**src/rtl/tft_frame_sequencer.sv**
```systemverilog
// Sequences one TFT frame: CASET/PASET/RAMWR command bytes, then gates width*height pixel transfers.
// Optional inter-frame idle gap is built when TFT_FRAME_DELAY_EN is defined.
module tft_frame_sequencer #(
    parameter logic [7:0] CMD_CASET = 8'h2A,
    parameter logic [7:0] CMD_PASET = 8'h2B,
    parameter logic [7:0] CMD_RAMWR = 8'h2C
) (
    input  logic        clk,
    input  logic        rst,
    input  logic        i_enable,
    input  logic [15:0] i_width,
    input  logic [15:0] i_height,
    input  logic [23:0] i_frame_delay,
    output logic        o_cmd_valid,
    output logic [7:0]  o_cmd_data,
    output logic        o_cmd_dc,
    input  logic        i_cmd_rdy,
    output logic        o_pixel_en,
    input  logic        i_pixel_rdy,
    input  logic        i_pixel_stb,
    output logic        o_frame_done,
    output logic        o_busy,
    output logic [31:0] o_frame_count
);

    typedef enum logic [2:0] {
        ST_IDLE   = 3'd0,
        ST_CMD    = 3'd1,
        ST_STREAM = 3'd2,
        ST_DONE   = 3'd3,
        ST_DELAY  = 3'd4
    } state_t;

    localparam logic [3:0] LAST_IDX = 4'd10;

    state_t      state_r, state_s;
    logic [3:0]  idx_r, idx_s;
    logic [15:0] width_r, width_s;
    logic [15:0] height_r, height_s;
    logic [31:0] total_r, total_s;
    logic [31:0] pix_r, pix_s;
    logic        start_ok_s;
    logic        load_s;
    logic [8:0]  cmd_word_s;
`ifdef TFT_FRAME_DELAY_EN
    logic [23:0] dly_r, dly_s;
`else
    logic        unused_delay_s;
    assign unused_delay_s = ^i_frame_delay;
`endif

    // Command byte table: {dc, data}; window starts at 0 and ends at dimension-1.
    function automatic logic [8:0] cmd_byte(input logic [3:0] idx, input logic [15:0] w,
                                            input logic [15:0] h);
        logic [15:0] wm1;
        logic [15:0] hm1;
        wm1 = w - 16'd1;
        hm1 = h - 16'd1;
        case (idx)
            4'd0:    cmd_byte = {1'b0, CMD_CASET};
            4'd3:    cmd_byte = {1'b1, wm1[15:8]};
            4'd4:    cmd_byte = {1'b1, wm1[7:0]};
            4'd5:    cmd_byte = {1'b0, CMD_PASET};
            4'd8:    cmd_byte = {1'b1, hm1[15:8]};
            4'd9:    cmd_byte = {1'b1, hm1[7:0]};
            4'd10:   cmd_byte = {1'b0, CMD_RAMWR};
            default: cmd_byte = {1'b1, 8'h00};
        endcase
    endfunction

    // Next-state, command index, pixel count and frame-start dimension latching.
    always_comb begin
        state_s    = state_r;
        idx_s      = idx_r;
        pix_s      = pix_r;
        load_s     = 1'b0;
`ifdef TFT_FRAME_DELAY_EN
        dly_s      = dly_r;
`endif
        start_ok_s = i_enable && (i_width != 16'd0) && (i_height != 16'd0);
        case (state_r)
            ST_IDLE: begin
                if (start_ok_s) begin
                    state_s = ST_CMD;
                    load_s  = 1'b1;
                    idx_s   = 4'd0;
                end else begin
                    state_s = ST_IDLE;
                end
            end
            ST_CMD: begin
                if (o_cmd_valid && i_cmd_rdy) begin
                    if (idx_r == LAST_IDX) begin
                        state_s = ST_STREAM;
                        pix_s   = 32'd0;
                    end else begin
                        idx_s = idx_r + 4'd1;
                    end
                end else begin
                    idx_s = idx_r;
                end
            end
            ST_STREAM: begin
                if (i_pixel_stb && i_pixel_rdy && o_pixel_en) begin
                    if (pix_r == total_r - 32'd1) begin
                        state_s = ST_DONE;
                    end else begin
                        pix_s = pix_r + 32'd1;
                    end
                end else begin
                    pix_s = pix_r;
                end
            end
            ST_DONE: begin
`ifdef TFT_FRAME_DELAY_EN
                if (i_enable) begin
                    state_s = ST_DELAY;
                    dly_s   = i_frame_delay;
                end else begin
                    state_s = ST_IDLE;
                end
`else
                if (start_ok_s) begin
                    state_s = ST_CMD;
                    load_s  = 1'b1;
                    idx_s   = 4'd0;
                end else begin
                    state_s = ST_IDLE;
                end
`endif
            end
`ifdef TFT_FRAME_DELAY_EN
            ST_DELAY: begin
                if (dly_r > 24'd1) begin
                    dly_s = dly_r - 24'd1;
                end else if (start_ok_s) begin
                    state_s = ST_CMD;
                    load_s  = 1'b1;
                    idx_s   = 4'd0;
                end else begin
                    state_s = ST_IDLE;
                end
            end
`endif
            default: begin
                state_s = ST_IDLE;
            end
        endcase
        width_s    = load_s ? i_width : width_r;
        height_s   = load_s ? i_height : height_r;
        total_s    = load_s ? (32'(i_width) * 32'(i_height)) : total_r;
        cmd_word_s = cmd_byte(idx_s, width_s, height_s);
    end

    // State, datapath and registered outputs (outputs follow the next state).
    always_ff @(posedge clk) begin
        if (rst) begin
            state_r       <= ST_IDLE;
            idx_r         <= 4'd0;
            width_r       <= 16'd0;
            height_r      <= 16'd0;
            total_r       <= 32'd0;
            pix_r         <= 32'd0;
`ifdef TFT_FRAME_DELAY_EN
            dly_r         <= 24'd0;
`endif
            o_cmd_valid   <= 1'b0;
            o_cmd_data    <= 8'd0;
            o_cmd_dc      <= 1'b0;
            o_pixel_en    <= 1'b0;
            o_frame_done  <= 1'b0;
            o_busy        <= 1'b0;
            o_frame_count <= 32'd0;
        end else begin
            state_r       <= state_s;
            idx_r         <= idx_s;
            width_r       <= width_s;
            height_r      <= height_s;
            total_r       <= total_s;
            pix_r         <= pix_s;
`ifdef TFT_FRAME_DELAY_EN
            dly_r         <= dly_s;
`endif
            o_cmd_valid   <= (state_s == ST_CMD);
            o_cmd_data    <= (state_s == ST_CMD) ? cmd_word_s[7:0] : 8'd0;
            o_cmd_dc      <= (state_s == ST_CMD) ? cmd_word_s[8] : 1'b0;
            o_pixel_en    <= (state_s == ST_STREAM);
            o_frame_done  <= (state_s == ST_DONE);
            o_busy        <= (state_s != ST_IDLE);
            o_frame_count <= (state_s == ST_DONE) ? (o_frame_count + 32'd1) : o_frame_count;
        end
    end

endmodule
```
**config.mk**
```make
export PLATFORM = sky130hd
export DESIGN_NAME = tft_frame_sequencer
export DESIGN_NICKNAME = d
export VERILOG_FILES = /design/src/rtl/tft_frame_sequencer.sv
export SDC_FILE = /design/constraint.sdc
export NUM_CORES = 1
export LEC_CHECK = 0
export BUFFER_PORTS_ARGS = -buffer_cell sky130_fd_sc_hd__buf_2
export CORE_ASPECT_RATIO = 0.8
export CORE_MARGIN = 2
export CORE_UTILIZATION = 55
export CTS_CLUSTER_DIAMETER = 40
export DETAILED_ROUTE_END_ITERATION = 10
export GPL_TIMING_DRIVEN = 0
export MAX_ROUTING_LAYER = met4
export PLACE_DENSITY_LB_ADDON = 0.08
export SYNTH_ARGS = -nofsm -noshare
export SYNTH_HDL_FRONTEND = slang
export SYNTH_SLANG_ARGS = --single-unit
export TNS_END_PERCENT = 30
```
**constraint.sdc**
```tcl
create_clock -name clk -period 8.1 [get_ports clk]
set_clock_uncertainty 0.1 [all_clocks]
set_input_delay 1.215 -clock clk [delete_from_list [all_inputs] [get_ports clk]]
set_output_delay 1.215 -clock clk [all_outputs]
set_load 0.005 [all_outputs]
```
==> run metrics, run 1 <==
initial antenna violation count=1; maximum vdd drop=0.516 mV; DR pass1 iterations=5; gr usage total=35.2%; Multi-input gate area=12900 µm²; CP required=8.33 ns; routed via count=16000; placed cells=2625; final core utilization=60.4%; Fillers=2912; routability cong.=0.957; crit-path leading delay family=adder cells; post-synthesis cell type count=80; sequential fraction of the synthesis area=17.1%; post-synthesis mux area share=1.55%; root buffer cell=clkbuf_16; worst hold margin=0.386 ns; drt via density=6.05; ranking of synthesized cells by area=fa_1, dfxtp_1, ha_1, nand2_1, inv_1; Max-Cap Viols=0; Storage cell area=2960 µm²; reg-to-reg slack, setup=3.73 ns; final setup fails=0; WP data arrival=8.02 ns; crit-path cells=buf_2 -> clkbuf_1 -> nand2_1 -> fa_1 -> fa_1 -> inv_1 -> fa_1 -> fa_1 -> fa_1 -> inv_1 -> fa_1 -> inv_1 -> ha_1 -> a21o_1 -> a21o_1 -> a2111oi_0 -> o41ai_1 -> a211oi_1 -> nor2_1 -> a41oi_1 -> or4_1 -> nand3_1; Yosys warnings=0; reg2reg end=o_cmd_data[2]; Post-DRT Antenna Nets=0; Primary FF master, synth=dfxtp_1; Final Power=6.71 mW; Critical-path top delay cell=fa_1; clk_lat worst skew=0.44 ns; number of cells on the critical path=22; total gr overflow=0; Final Hold Viols=0; DIE AREA=33000 µm²; I/O Buffers=70; CP Capture Type=flip-flop; R2R depth=16; most frequent cell after synthesis=nand2_1; Tmin final=7.79 ns; mean routed wirelength per cell=20.6 µm; DR iter-0 viols=1426; first-pass GRT wire length=86.9 mm; CTS tree=yes; adder-cell area share of the yosys netlist=30.3%; RR Startpoint=state_r[1]; total CTS buffers=17; fraction of synthesis flops using an asynchronous set or reset pin=0%; largest net degree at the start of global routing=17; Critical Path Start=i_width[1]; Clock Pin Slew Worst Setup and Hold Paths=0.07 ns; clk buf depth=2; H-tree depth=4; CP bufs+invs=5; CP peak stage delay=0.55 ns; Max Slew Vio Count=0; most used cell, CP=fa_1; HPWL Detailed=42.7 mm; Setup CP Type=input pin to flip-flop; status=complete, no violations; vias in the first global route=15700; Syn Inst Count=2135; Die Y=163 µm; main combinational cell family by area after synthesis=adder cells; Startpoint Class=input pin; layout cell share with drive strength beyond 1=8.65%; # IOs=107; hold buffer count at CTS=0; Relative slew margins=26.7%; CP max FO=12; Pleak=8.51 nW; f_max=0.128 GHz; fin area=18900 µm²; Synth Area in Compound Gates=12.2%; Layout area overhead=8.65%; FF+latch count, synth=148; top-area cell type share of the netlist area=22.4%; TNS Setup=0 ns; Synth top cells by count=nand2_1, inv_1, fa_1; Cell Rows=58; Die W=203 µm; CP Capture Point=total_r[30]; syn nets=2502; Post-route DRC=0; Synth Area in XOR/XNOR=5.85%; Worst Setup Slack, final=0.314 ns; period utilization=96.1%; Total Wirelength=54.3 mm; Core Region=31300 µm²; clock sinks=148; Synth Area per Inst=8.14 µm²; power per cell area=355 nW/µm²; final cell count without fillers=2641; Placement Cell Area=18300 µm²; Place WS=-0.580 ns; post-synthesis simple-gate area fraction=24.5%; number of flops mapped to enable cells by yosys=0; Initial Util=55.6%; Nets=2574; Worst Tran Pin Value=1.10 ns; HP Class=flip-flop to flip-flop; synthesized area=17400 µm²; Synth area leader=fa_1
-- repair_timing --
| item | 4_1_cts | 5_1_grt |
|---|---|---|
| buffers inserted | 0 | 0 |
| setup endpoints to repair | 4 | 12 |
| gates resized for setup | 6 | 49 |
-- metal layers --
layer  vias up  GRT usage, %  part of all wire, %
met5         -             -                    0
met4         0          11.7                  3.0
met3       113          8.30                   10
met2       760          49.1                   41
met1      7823          50.1                   45
li1       7293             -                    -
-- tightest hold or removal path: stages, from the launching register on --
cell and delay (ns):
dfxtp_1 0.32, o31ai_1 0.06, a21oi_1 0.05
-- sequential cells by signal, summed over array words and instances, names as in the netlist --
signal         cells
o_busy             1
height_r          16
total_r           32
pix_r             32
idx_r              4
o_cmd_data         8
o_frame_done       1
o_cmd_dc           1
width_r           16
state_r            3
o_frame_count     32
o_pixel_en         1
o_cmd_valid        1
-- how the worst min path moves through the flow --
stage / from / to / depth (start not counted) / slack, ns
2_1_floorplan: height_r[15] / height_r[15] / 2 / 0.35
3_3_place_gp: width_r[7] / width_r[7] / 2 / 0.37
3_5_place_dp: o_frame_count[5] / o_frame_count[5] / 2 / 0.38
4_1_cts: o_frame_count[5] / o_frame_count[5] / 2 / 0.39
5_1_grt: height_r[4] / height_r[4] / 2 / 0.40
6_report: o_frame_count[5] / o_frame_count[5] / 2 / 0.39
-- cell families after synthesis --
group / count (synthesis)
AOI/OAI and AO/OA: 331
and+or+nand+nor: 827
adders and majority gates: 305
xor gates and xnor gates: 116
buffers and inverters: 381
muxes: 26
DFF: 148
other: 1
-- placed cells by master, fill, tap and decap left out, types with 8 or more instances in the layout --
cell	instances
a211oi_1	23
a21o_1	14
a21oi_1	121
a31oi_1	13
and2_1	120
and3_1	16
buf_2	86
clkbuf_1	65
clkbuf_16	17
clkbuf_2	28
dfxtp_1	148
fa_1	194
ha_1	111
inv_1	245
mux2i_1	19
nand2_1	309
nand3_1	44
nand4_1	29
nor2_1	98
nor2b_1	8
nor3_1	38
nor4_1	26
nor4b_1	8
o211ai_1	16
o21ai_0	56
o311ai_0	12
o31ai_1	17
o41ai_1	13
or2_2	17
or3_1	38
or4_1	35
xnor2_1	63
xor2_1	53
-- cell type report --
class	count	area share [%]
tap	420	2.78
multi-input combinational	1606	68.5
clock buffer	22	2.56
antenna	1	0.0133
buffer	119	2.80
timing repair buffer	70	1.86
clock inverter	10	0.888
inverter	245	4.87
sequential	148	15.7
-- power by group --
group | internal, mW | leakage, nW | switching (mW)
sequential | 0.778 | 1.20 | 0.0510
combinational | 2.01 | 7.00 | 2.98
clock | 0.551 | 0.317 | 0.335
total | 3.34 | 8.51 | 3.37
Note: power is estimated with default switching activity, not from simulation.
==> inputs of run 2 (changes only) <==
--- a/config.mk
+++ b/config.mk
@@ -6,9 +6,11 @@
 export NUM_CORES = 1
 export LEC_CHECK = 0
 export BUFFER_PORTS_ARGS = -buffer_cell sky130_fd_sc_hd__buf_2
+export CELL_PAD_IN_SITES_DETAIL_PLACEMENT = 0
+export CELL_PAD_IN_SITES_GLOBAL_PLACEMENT = 1
 export CORE_ASPECT_RATIO = 0.8
 export CORE_MARGIN = 2
-export CORE_UTILIZATION = 55
+export CORE_UTILIZATION = 48
 export CTS_CLUSTER_DIAMETER = 40
 export DETAILED_ROUTE_END_ITERATION = 10
 export GPL_TIMING_DRIVEN = 0
==> constraint.sdc (replaced) <==
create_clock -name clk -period 8.1 [get_ports clk]
set_clock_uncertainty 0.1 [all_clocks]
set_input_delay 1.62 -clock clk [delete_from_list [all_inputs] [get_ports clk]]
set_output_delay 1.62 -clock clk [all_outputs]
set_load 0.005 [all_outputs]
==> run 2 against run 1 <==
Net effect:
- combinational power rose by 2%
- register-to-register slack barely moved
- worst setup slack got worse by 0.081 ns
- clock power rose by 1%
- global-route usage fell by 3.2 points
- non-clock buffer count fell by 8
==> run metrics, run 2 (same netlist as run 1, synthesis figures left out) <==
# IOs=107 (unchanged); Worst Setup Slack, final=0.233 ns (-0.0810 ns); Final Hold Viols=0 (unchanged); CP peak stage delay=0.60 ns (+0.05 ns); leading cell type in the layout, fill and taps excluded=nand2_1; drt via density=5.80 (-4.2%); crit-path cells=buf_2 -> clkbuf_1 -> nand2_1 -> fa_1 -> fa_1 -> inv_1 -> fa_1 -> fa_1 -> fa_1 -> inv_1 -> fa_1 -> inv_1 -> ha_1 -> nand3_1 -> nor2_1 -> nand3_1 -> a211oi_1 -> a211oi_2 -> nor2_1 -> a41oi_1 -> or4_1 -> nand3_1; Nets=2566 (-0.31%); power per cell area=359 nW/µm² (+1.1%); final core utilization=53.0% (-7.3 points); H-tree depth=4 (unchanged); mean routed wirelength per cell=20.8 µm (+0.91%); Relative slew margins=19.8% (-6.9 points); initial antenna violation count=7 (+6); DR pass1 iterations=5 (unchanged); total gr overflow=0 (unchanged); Pleak=8.51 nW (about the same); Tmin final=7.87 ns (+0.0810 ns); CP Capture Type=flip-flop; I/O Buffers=70 (unchanged); Critical-path top delay cell=clkbuf_1; largest net degree at the start of global routing=22 (+5); DIE AREA=37700 µm² (+14%); Place WS=-1.03 ns (-0.448 ns); Worst Tran Pin Value=1.20 ns (+0.103 ns); RR Startpoint=state_r[1]; Initial Util=48.6% (-7.0 points); RSZ-0062 raised after global routing=yes; root buffer cell=clkbuf_16; Startpoint Class=input pin; Max-Cap Viols=0 (unchanged); highest-count cells in the layout ignoring fill and taps=nand2_1, inv_1, fa_1, dfxtp_1, a21oi_1; hold buffer count at CTS=0 (unchanged); Die W=217 µm (+6.9%); CTS tree=yes; Critical Path Start=i_width[15]; WP data arrival=8.16 ns (+0.14 ns); Fillers=3511 (+21%); clock sinks=148 (unchanged); routed via count=15600 (-2.2%); Max Slew Vio Count=0 (unchanged); period utilization=97.1% (+1.0 points); clk_lat worst skew=0.46 ns (+0.02 ns); Post-route DRC=0 (unchanged); biggest regs=o_frame_count (32), pix_r (32), total_r (32); HPWL Detailed=45.2 mm (+5.8%); Die Y=174 µm (+6.9%); CP required=8.40 ns (+0.07 ns); vias in the first global route=15900 (+0.89%); final setup fails=0 (unchanged); HP Class=flip-flop to flip-flop; layout cell share with drive strength beyond 1=9.00% (+0.35 points); Total Wirelength=56.0 mm (+3.1%); Core Region=35800 µm² (+14%); gr usage total=32.0% (-3.2 points); Cell Rows=62 (+6.9%); first-pass GRT wire length=89.9 mm (+3.5%); Clock Pin Slew Worst Setup and Hold Paths=0.07 ns (about the same); f_max=0.127 GHz (-1.0%); clk buf depth=2 (unchanged); worst hold start=height_r[13]; Layout area overhead=9.12%; Setup CP Type=input pin to flip-flop; status=complete, no violations; Post-DRT Antenna Nets=0 (unchanged); routability cong.=0.942 (-1.6%); DR iter-0 viols=1353 (-5.1%); maximum vdd drop=0.382 mV (-26%); most used cell, CP=fa_1; CP max FO=10 (-2); total CTS buffers=17 (unchanged)
-- run 2: changes by cell type in the layout (fill, tap and decap cells not counted), moves of 3 or more --
cell	before	now
buf_2	86	91
clkbuf_1	65	53
clkbuf_2	28	25
clkbuf_8	4	0
diode_2	1	5
o21ai_0	56	53
-- run 2: worst max-delay path, delay by kind of cell --
kind            cells  cell delay (ns)
fa+ha+maj           7             3.52
buf+inv             5             0.99
simple gates        7             1.25
compound gates      3             0.77
-- run 2: final timing paths --
path	endpoint	cells after the start	slack [ns]
worst max-delay path	total_r[30]	22	0.23
worst min-delay path	height_r[13]	2	0.39
worst max register to register	o_cmd_data[2]	16	3.72
worst min register to register	height_r[13]	2	0.39
-- run 2: what timing repair did --
action / CTS / global route
resized for setup: 20 / 40
hold endpoints to repair: 0 / 0
setup endpoints to repair: 13 / 11
setup buffers: 0 / 0
-- run 2: final cells by class --
type                    instances  area (µm²)  area share [%]
diodes                          5        12.5          0.0660
plain buffers                 111         508            2.68
clock buffers                  18         429            2.26
clock inverters                14         223            1.17
inverters                     245         920            4.85
multi-input cells            1606       13000            68.3
flip-flops and latches        148        2960            15.6
well taps                     480         601            3.17
repair buffers                 70         350            1.85
-- run 2: metrics by stage --
stage | instance area, µm² | std cells | power (mW) | setup TNS [ns] | hold WS [ns]
6_report | 19000 | 2697 | 6.81 | 0 | 0.393
5_1_grt | 19000 | 2697 | 7.52 | -0.0581 | 0.413
4_1_cts | 18900 | 2696 | 6.74 | 0 | 0.388
3_5_place_dp | 18300 | 2685 | 5.81 | -11.49 | 0.370
3_3_place_gp | 18300 | 2685 | 5.77 | -11.30 | 0.373
2_1_floorplan | 17400 | 2135 | 4.54 | 0 | 0.349
-- run 2: routing by layer --
layer  GRT usage, %  vias up  share of wire, %  wire [µm]
met4           6.74        0               1.5        834
met5              -        -                 0          0
met3           7.37       59               8.3       4640
met2           46.9      592                43      24100
li1               -     7285                 -          -
met1           45.0     7700                47      26400
-- run 2: report_power, final --
group          leakage (nW)  switching [mW]  internal (mW)
sequential             1.20          0.0491          0.778
clock                 0.312           0.349          0.550
combinational          7.00            3.02           2.06
